<file path="src/rtl/adc_avg_pkg.sv">
// Shared types and Q16.16 constants for the ADC window averager.
// Optional build macro: ADC_AVG_CAL_EN enables the calibration multiply.
package adc_avg_pkg;

  typedef enum logic [1:0] {
    IDLE,
    SETTLE,
    CAPTURE,
    DRAIN
  } state_t;

  localparam logic [31:0] GAIN_ONE = 32'h0001_0000;
  localparam int ROUND_HALF = 'h8000;
  localparam int FRAC_BITS = 16;

  // Wide enough for 2^max_log2 full-scale samples of adc_w bits.
  function automatic int acc_width(input int adc_w, input int max_log2);
    return adc_w + max_log2;
  endfunction

endpackage

</file>
<file path="src/rtl/adc_cal_scale.sv">
// Stages 2-3 of the sample path: gain multiply, round, saturate.
// ADC_AVG_CAL_EN undefined: samples pass through, SAT stays 0.
module adc_cal_scale
  import adc_avg_pkg::*;
#(
  parameter int ADC_WIDTH  = 12,
  parameter int GAIN_WIDTH = 32
) (
  input  logic                        clk,
  input  logic                        rst,
  input  logic signed [ADC_WIDTH-1:0] sample,
  input  logic                        tag_in,
  input  logic [GAIN_WIDTH-1:0]       gain,
  output logic signed [ADC_WIDTH-1:0] scaled,
  output logic                        tag_out,
  output logic                        sat
);

  localparam int PW = ADC_WIDTH + GAIN_WIDTH + 1;
  localparam logic signed [ADC_WIDTH-1:0] MAXC =
    {1'b0, {(ADC_WIDTH-1){1'b1}}};
  localparam logic signed [ADC_WIDTH-1:0] MINC =
    {1'b1, {(ADC_WIDTH-1){1'b0}}};

  logic signed [PW-1:0] prod;
  logic                 tag2;

`ifdef ADC_AVG_CAL_EN
  logic signed [PW-1:0] rnd;
  logic                 ovf_hi;
  logic                 ovf_lo;

  always_comb begin
    rnd    = (prod + PW'(ROUND_HALF)) >>> FRAC_BITS;
    ovf_hi = rnd > PW'(MAXC);
    ovf_lo = rnd < PW'(MINC);
  end

  always_ff @(posedge clk or posedge rst) begin
    if (rst) begin
      prod    <= '0;
      tag2    <= 1'b0;
      scaled  <= '0;
      tag_out <= 1'b0;
      sat     <= 1'b0;
    end else begin
      prod    <= PW'(sample) * PW'($signed({1'b0, gain}));
      tag2    <= tag_in;
      tag_out <= tag2;
      sat     <= ovf_hi | ovf_lo;
      if (ovf_hi)
        scaled <= MAXC;
      else if (ovf_lo)
        scaled <= MINC;
      else
        scaled <= rnd[ADC_WIDTH-1:0];
    end
  end
`else
  wire unused_ok = ^{gain, prod[PW-1:ADC_WIDTH]};

  always_ff @(posedge clk or posedge rst) begin
    if (rst) begin
      prod    <= '0;
      tag2    <= 1'b0;
      scaled  <= '0;
      tag_out <= 1'b0;
      sat     <= 1'b0;
    end else begin
      prod    <= PW'(sample);
      tag2    <= tag_in;
      tag_out <= tag2;
      scaled  <= prod[ADC_WIDTH-1:0];
      sat     <= 1'b0;
    end
  end
`endif

endmodule

</file>
<file path="src/rtl/adc_window_average.sv">
// Windowed ADC averager: settle, capture 2^LOG2_LEN samples, emit mean.
// Optional build macro: ADC_AVG_CAL_EN (Q16.16 gain in adc_cal_scale).
module adc_window_average
  import adc_avg_pkg::*;
#(
  parameter int ADC_WIDTH  = 12,
  parameter int GAIN_WIDTH = 32,
  parameter int MAX_LOG2   = 12
) (
  input  logic                  ADC_CLK,
  input  logic                  ADC_RST,
  input  logic                  START,
  input  logic [ADC_WIDTH-1:0]  ADC_DATA_IN,
  input  logic [31:0]           SETTLE_CYCLES,
  input  logic [4:0]            LOG2_LEN,
  input  logic [GAIN_WIDTH-1:0] CAL_GAIN,
  output logic [ADC_WIDTH-1:0]  AVG_OUT,
  output logic                  AVG_VALID,
  output logic                  BUSY,
  output logic                  SAT
);

  localparam int ACC_W = acc_width(ADC_WIDTH, MAX_LOG2);
  localparam int CW    = MAX_LOG2 + 1;

  state_t state, state_next;

  logic [31:0]           settle_cnt;
  logic [4:0]            log2_q;
  logic [4:0]            log2_in;
  logic [GAIN_WIDTH-1:0] gain_q;
  logic [CW-1:0]         cap_cnt;
  logic [CW-1:0]         cap_last;
  logic [1:0]            drain_cnt;
  logic                  accept;
  logic                  finish;

  logic signed [ADC_WIDTH-1:0] s1;
  logic                        s1_tag;
  logic signed [ADC_WIDTH-1:0] s3;
  logic                        s3_tag;
  logic                        s3_sat;
  logic signed [ACC_W-1:0]     acc;
  logic                        sat_win;

  assign log2_in  = (LOG2_LEN > 5'(MAX_LOG2)) ? 5'(MAX_LOG2) : LOG2_LEN;
  assign cap_last = (CW'(1) << log2_q) - CW'(1);
  assign BUSY     = state != IDLE;

  always_comb begin
    state_next = state;
    accept     = 1'b0;
    finish     = 1'b0;
    unique case (state)
      IDLE: begin
        accept = START;
        if (START)
          state_next = (SETTLE_CYCLES == 0) ? CAPTURE : SETTLE;
      end
      SETTLE:
        if (settle_cnt == 32'd1)
          state_next = CAPTURE;
      CAPTURE:
        if (cap_cnt == cap_last)
          state_next = DRAIN;
      DRAIN: begin
        // Four edges: three pipeline stages plus the final accumulate.
        finish = drain_cnt == 2'd3;
        if (finish)
          state_next = IDLE;
      end
    endcase
  end

  always_ff @(posedge ADC_CLK or posedge ADC_RST) begin
    if (ADC_RST) begin
      state      <= IDLE;
      settle_cnt <= '0;
      log2_q     <= '0;
      gain_q     <= GAIN_WIDTH'(GAIN_ONE);
      cap_cnt    <= '0;
      drain_cnt  <= '0;
      s1         <= '0;
      s1_tag     <= 1'b0;
      acc        <= '0;
      sat_win    <= 1'b0;
      AVG_OUT    <= '0;
      AVG_VALID  <= 1'b0;
      SAT        <= 1'b0;
    end else begin
      state     <= state_next;
      s1        <= ADC_DATA_IN;
      s1_tag    <= state == CAPTURE;
      AVG_VALID <= finish;
      if (accept) begin
        settle_cnt <= SETTLE_CYCLES;
        log2_q     <= log2_in;
        gain_q     <= CAL_GAIN;
        cap_cnt    <= '0;
        drain_cnt  <= '0;
        acc        <= '0;
        sat_win    <= 1'b0;
      end else begin
        if (state == SETTLE)
          settle_cnt <= settle_cnt - 32'd1;
        if (state == CAPTURE)
          cap_cnt <= cap_cnt + CW'(1);
        if (state == DRAIN)
          drain_cnt <= drain_cnt + 2'd1;
        if (s3_tag) begin
          acc     <= acc + ACC_W'(s3);
          sat_win <= sat_win | s3_sat;
        end
      end
      if (finish) begin
        AVG_OUT <= ADC_WIDTH'(acc >>> log2_q);
        SAT     <= sat_win;
      end
    end
  end

  adc_cal_scale #(
    .ADC_WIDTH (ADC_WIDTH),
    .GAIN_WIDTH(GAIN_WIDTH)
  ) u_scale (
    .clk    (ADC_CLK),
    .rst    (ADC_RST),
    .sample (s1),
    .tag_in (s1_tag),
    .gain   (gain_q),
    .scaled (s3),
    .tag_out(s3_tag),
    .sat    (s3_sat)
  );

endmodule
</file>
<file path="config.mk">
export PLATFORM = sky130hd
export DESIGN_NAME = adc_window_average
export DESIGN_NICKNAME = d
export VERILOG_FILES = /design/src/rtl/adc_avg_pkg.sv /design/src/rtl/adc_cal_scale.sv /design/src/rtl/adc_window_average.sv
export SDC_FILE = /design/constraint.sdc
export NUM_CORES = 1
export LEC_CHECK = 0
export ABC_CLOCK_PERIOD_IN_PS = 7100
export CAP_MARGIN = 20
export CELL_PAD_IN_SITES_DETAIL_PLACEMENT = 1
export CELL_PAD_IN_SITES_GLOBAL_PLACEMENT = 1
export CORE_UTILIZATION = 45
export DETAILED_ROUTE_END_ITERATION = 8
export GPL_TIMING_DRIVEN = 0
export PLACE_DENSITY = 0.89
export RECOVER_POWER = 25
export SYNTH_ARGS = -nofsm -noshare
export SYNTH_HDL_FRONTEND = slang
export SYNTH_SLANG_ARGS = --single-unit
export TNS_END_PERCENT = 5
</file>
<file path="constraint.sdc">
create_clock -name ADC_CLK -period 7.1 [get_ports ADC_CLK]
set_input_delay 0.71 -clock ADC_CLK [delete_from_list [all_inputs] [get_ports ADC_CLK]]
set_output_delay 0.71 -clock ADC_CLK [all_outputs]
set_load 0.05 [all_outputs]
</file>
# == After elaboration in Yosys (flattened, before gate mapping) ==
# Index checks and enable logic that the tools add are counted.
# word_totals
reg_bits,132
output_inout_bits,15
wordCells,60
# classes
addsub,5
order_cmp,1
n_eq_ne,10
n_shift,2
n_mux,18
n_reduce_logical,8
# ops
cell,count
32-bit 2-to-1 mux,2
24-bit 2-to-1 mux,2
"32-bit by 1-bit == test with 1-bit output, second input constant",1
32-bit logical NOT,1
"32-bit by 1-bit subtractor with 32-bit output, second input constant",1
13-bit 2-to-1 mux,2
24-bit by 12-bit adder with 24-bit output,1
24-bit by 5-bit >>> shifter with 12-bit output,1
2-bit 2-to-1 mux,7
"13-bit by 1-bit adder with 13-bit output, second input constant",1
13-bit == test,1
"1-bit by 5-bit << shifter with 13-bit output, first input constant",1
"13-bit by 2-bit subtractor with 13-bit output, second input constant",1
2-bit nonzero test,5
"2-bit inequality test, second input constant",4
2-bit case mux with 4 select lines,1
"2-bit == test, second input constant",3
"5-bit by 4-bit greater-than comparator with 1-bit output, second input constant",1
5-bit 2-to-1 mux,1
4-bit AND reduction,1
1-bit 2-to-1 mux,3
"2-bit by 1-bit adder with 2-bit output, second input constant",1
"2-bit by 1-bit == test with 1-bit output, second input constant",1
2-bit logical NOT,1

# == Logic depth before layout (Yosys ltp) ==
# depth
depth_word,5
ltp_mapped,13

# == By module ==
# A second synthesis with hierarchy kept.
# unflattened
cells_unflattened,972
area_unflattened_um2,9156.3
# by_module_without_submodules
module,instances,cells_per_inst,area_each_um2
adc_window_average,1,943,8490.6
adc_cal_scale,1,29,665.6

# == Least setup slack after synthesis ==
# No wires, ideal clock.
# synth_timing
path_type,flip-flop to flip-flop
from,register log2_q[0]
to,register state[0]
t_arrival_ns,2.699
path_slack_ns,4.321
stages_incl_launch_ff,14
n_path_buf,4
synth_period_minus_slack_ns,2.779
cell_sequence,dfrtp_1 buf_2 buf_2 buf_1 nand3b_1 ha_1 clkbuf_1 mux2_2 a22oi_1 xnor2_1 nor2_1 nand4_1 a221oi_2 mux2i_1
# synth_between
elab_chain_len,5
# synth_rtl
element,line,source
"start, declared",adc_window_average.sv:29,logic [4:0] log2_q;
"start signal, assigned",adc_window_average.sv:97,log2_q <= log2_in;
1-bit by 5-bit << shifter with 13-bit output,adc_window_average.sv:47,assign cap_last = (CW'(1) << log2_q) - CW'(1);
13-bit by 2-bit subtractor with 13-bit output,adc_window_average.sv:47,
13-bit == test,adc_window_average.sv:64,if (cap_cnt == cap_last)
2-bit inequality test (no line),-,
4-bit AND reduction (no line),-,
"end signal, assigned",adc_window_average.sv:91,state <= state_next;
"end, declared",adc_window_average.sv:26,"state_t state, state_next;"
# Every way passes these cells.
# A chain may end at the register's enable or synchronous reset.

# == Worst setup path after layout ==
# Same ends and word-level chain as after synthesis.

==> flow_metrics.py <==
metrics = {
    "status": {
        "status": "finished, violations left",
        "violations": "capacitance limit, slew limit",
    },
    "clock_network": {
        "cts_tree": "yes",
        "cts-hold-fix-buffers": 0,
        "path_clk_slew_ns": 0.06,
        "cts.sinks": 130,
        "clockBufferDepth": 2,
        "cts-root-buf": "clkbuf_16",
        "post_cts_buffers": 0,
        "htree_levels": 4,
        "insertion_delay_ns": 0.43,
        "cts_resized": 0,
        "numCtsBuffers": 17,
    },
    "final_layout": {
        "layout_common_cells": "dfrtp_1 (130), nand2_1 (106), nor2_1 (73)",
        "diodes": 0,
        "areaGrowthSynthToFinish_pct": 19.95,
        "final_nets": 1052,
        "postLayoutCellArea_sq_um": 9449,
        "layout_commonest_cell": "dfrtp_1",
        "drive_gt1_share_pct": 9.081,
        "finish.utilization_pct": 55.01,
    },
    "power": {
        "p_leak_nw": 3.959,
        "power_density_nw_per_um2": 448.1,
        "p_switching_mw": 1.870,
        "peakVddDrop_uv": 262.0,
        "seqPwrFrac_pct": 28.0,
        "p_clk_share_pct": 21.8,
        "internal_power_mw": 2.364,
        "power_frac_comb_pct": 50.2,
        "switching_share_pct": 44.16,
    },
    "place": {
        "io_buffer_count": 65,
        "post-dp-hpwl_microns": 15870,
        "placed_area_sq_um": 8842,
        "place_congestion": 0.8956,
        "place_ws_ns": 3.671,
    },
    "yosys": {
        "avgSynthCellArea_sq_um": 9.279,
        "ys_warn_count": 0,
        "synth-seq-area-share_pct": 41.30,
        "synth-edff-count": 0,
        "synthCells": 849,
        "synth_cell_types": 76,
        "synth_ff_type": "dfrtp_1",
        "syn-num-nets": 967,
        "ys_ff_latch": 130,
        "syn-cell-area_sq_um": 7878,
        "synthArstFlopShare_pct": 100.0,
    },
    "worst_setup_path": {
        "cpMostUsedCell": "buf_2",
        "cp_data_arrival_time_ns": 3.79,
        "worstPathBufferInverterCount": 4,
        "r2r-end": "state[0]",
        "cp_slowest_stage_delay_ns": 0.42,
        "cpLargestDelayFamily": "buffers and inverters",
        "cp-end-kind": "register",
        "crit_required_ns": 7.45,
        "cp-start-kind": "register",
        "r2r_slack_ns": 3.66,
        "crit_type": "register to register",
        "cp_max_fo": 10,
        "timing.rr.start": "log2_q[0]",
        "r2r_cells": 13,
        "cp_cell_sequence": "buf_2 > buf_2 > buf_1 > nand3b_1 > ha_1 > clkbuf_1 > mux2_2 > a22oi_1 > xnor2_1 > nor2_1 > nand4_1 > a221oi_2 > mux2i_1",
        "critPathSlowestCell": "buf_1",
    },
    "sta": {
        "fmax_ghz": 0.2910,
        "period_share_pct": 48.39,
        "maxSlewViolCount": 57,
        "skew_ns": 0.01031,
        "fin_setup_tns_ns": 0,
        "tightest_slew_ns": 2.696,
        "rsz0062_at_grt": "false",
        "hold_ws_ns": 0.3475,
        "finalSetupViolCount": 0,
        "slew_headroom_pct": -80.74,
        "worst_slack_ns": 3.664,
        "finalHoldViolCount": 0,
        "fin_crit_ns": 3.436,
    },
    "global_routing": {
        "gr-total-overflow": 0,
        "grt_pass1_wl_microns": 37770,
        "grt_max_degree": 75,
        "gr-usage-all-layers_pct": 27.16,
        "antenna_found_initial": 0,
        "grt_pass1_vias": 7289,
    },
    "floorplanning": {
        "rows": 48,
        "ioPinCount": 99,
        "die_w_microns": 134.3,
        "start_util_pct": 45.86,
        "die_y_microns": 134.3,
        "fp.dieArea_sq_um": 18040,
        "core-area_sq_um": 17180,
    },
    "routing": {
        "first_iter_violations": 307,
        "route.detailed.drc": 0,
        "via_per_inst": 5.847,
        "first_pass_iters": 4,
        "drtAntennaViolNets": 0,
        "vias": 6853,
        "wl_per_cell_microns": 19.60,
        "wirelength_microns": 22970,
    },
    "hold_path": {
        "whs_path_depth": 0,
        "hp-start": "u_scale.prod[11]",
        "whs_endpoint": "u_scale.scaled[11]",
        "holdCritPathClass": "register to register",
    },
    "job": {
        "cap_viol_max_count": 1,
    },
}
[registers in the layout, summed over array words and instances (netlist names)]
signal,flops
cap_cnt,13
AVG_OUT,12
u_scale.scaled,12
settle_cnt,32
AVG_VALID,1
u_scale.prod,12
s1_tag,1
acc,24
state,2
u_scale.tag2,1
drain_cnt,2
log2_q,5
u_scale.tag_out,1
s1,12
[layer usage]
layer | GRT usage [%] | share of wire, % | vias to the layer above | wire, microns
met3 | 5.178 | 3.2 | 50 | 729
met1 | 32.99 | 43 | 3463 | 9975
li1 | - | - | 3189 | -
met5 | 0 | 0 | - | 0
met2 | 47.61 | 51 | 151 | 11640
met4 | 10.36 | 2.7 | 0 | 622
[stage by stage]
stage               power [mW]  std cells
CTS                      4.221       1172
global placement         3.133       1139
detailed placement       3.238       1140
floorplan                2.665        849
finish                   4.234       1172
global route             4.490       1172
[worst register-to-register path, stage by stage (launching register included)]
cell	delay, ns
dfrtp_1	0.32
buf_2	0.26
buf_2	0.29
buf_1	0.42
nand3b_1	0.14
ha_1	0.24
clkbuf_1	0.24
mux2_2	0.32
a22oi_1	0.20
xnor2_1	0.09
nor2_1	0.13
nand4_1	0.15
a221oi_2	0.34
mux2i_1	0.23
[worst max path at each step]
stage              start    endpoint  slack [ns]  cells past startpoint
6_report       log2_q[0]    state[0]        3.66                     13
3_5_place_dp   log2_q[0]    state[0]        3.67                     13
3_3_place_gp     ADC_RST  cap_cnt[8]        1.02                      2
2_1_floorplan    ADC_RST  AVG_OUT[0]        2.92                      1
4_1_cts        log2_q[0]    state[0]        3.69                     13
5_1_grt        log2_q[0]    state[0]        3.41                     13
[logic make-up (layout without fill, tap and decap cells)]
kind of cell | count (synthesis) | in the layout | synth area share [%]
multiplexers | 51 | 51 | 7.751
other | 1 | 1 | 0.04760
AND/OR/NAND/NOR | 302 | 302 | 19.44
adder cells (fa/ha/maj) | 34 | 34 | 5.496
buffers and inverters | 69 | 167 | 3.733
flip-flops | 130 | 130 | 41.30
AO/OA/AOI/OAI | 207 | 207 | 15.95
XOR/XNOR | 55 | 55 | 6.290
[synthesized netlist by cell type (17+ instances only)]
library cell,number,area (sq um)
a211oi_1,17,127.6
a21oi_1,49,245.2
clkbuf_1,27,101.4
dfrtp_1,130,3253
ha_1,33,412.9
inv_1,22,82.58
mux2i_1,34,340.3
nand2_1,106,397.9
nor2_1,73,274.0
nor3_1,20,100.1
o21ai_0,69,345.3
xnor2_1,35,306.5
xor2_1,19,166.4
[power groups by stage]
stage	Combinational (mW)	Sequential (mW)	Clock, mW
5_1_grt	2.32	1.20	0.967
4_1_cts	2.11	1.18	0.931
6_report	2.12	1.18	0.925
3_3_place_gp	1.97	1.16	0
2_1_floorplan	1.46	1.21	0
3_5_place_dp	2.06	1.18	0
[cell type report]
cell class | count | area, sq um
repair buffers | 66 | 678.2
inverters | 23 | 87.58
multi-input cells | 650 | 4330
clock inverters | 14 | 181.4
plain buffers | 46 | 207.7
clock buffers | 18 | 429.2
fillers | 1966 | 7727
well taps | 225 | 281.5
flip-flops and latches | 130 | 3253
Note: power is estimated with default switching activity, not from simulation.
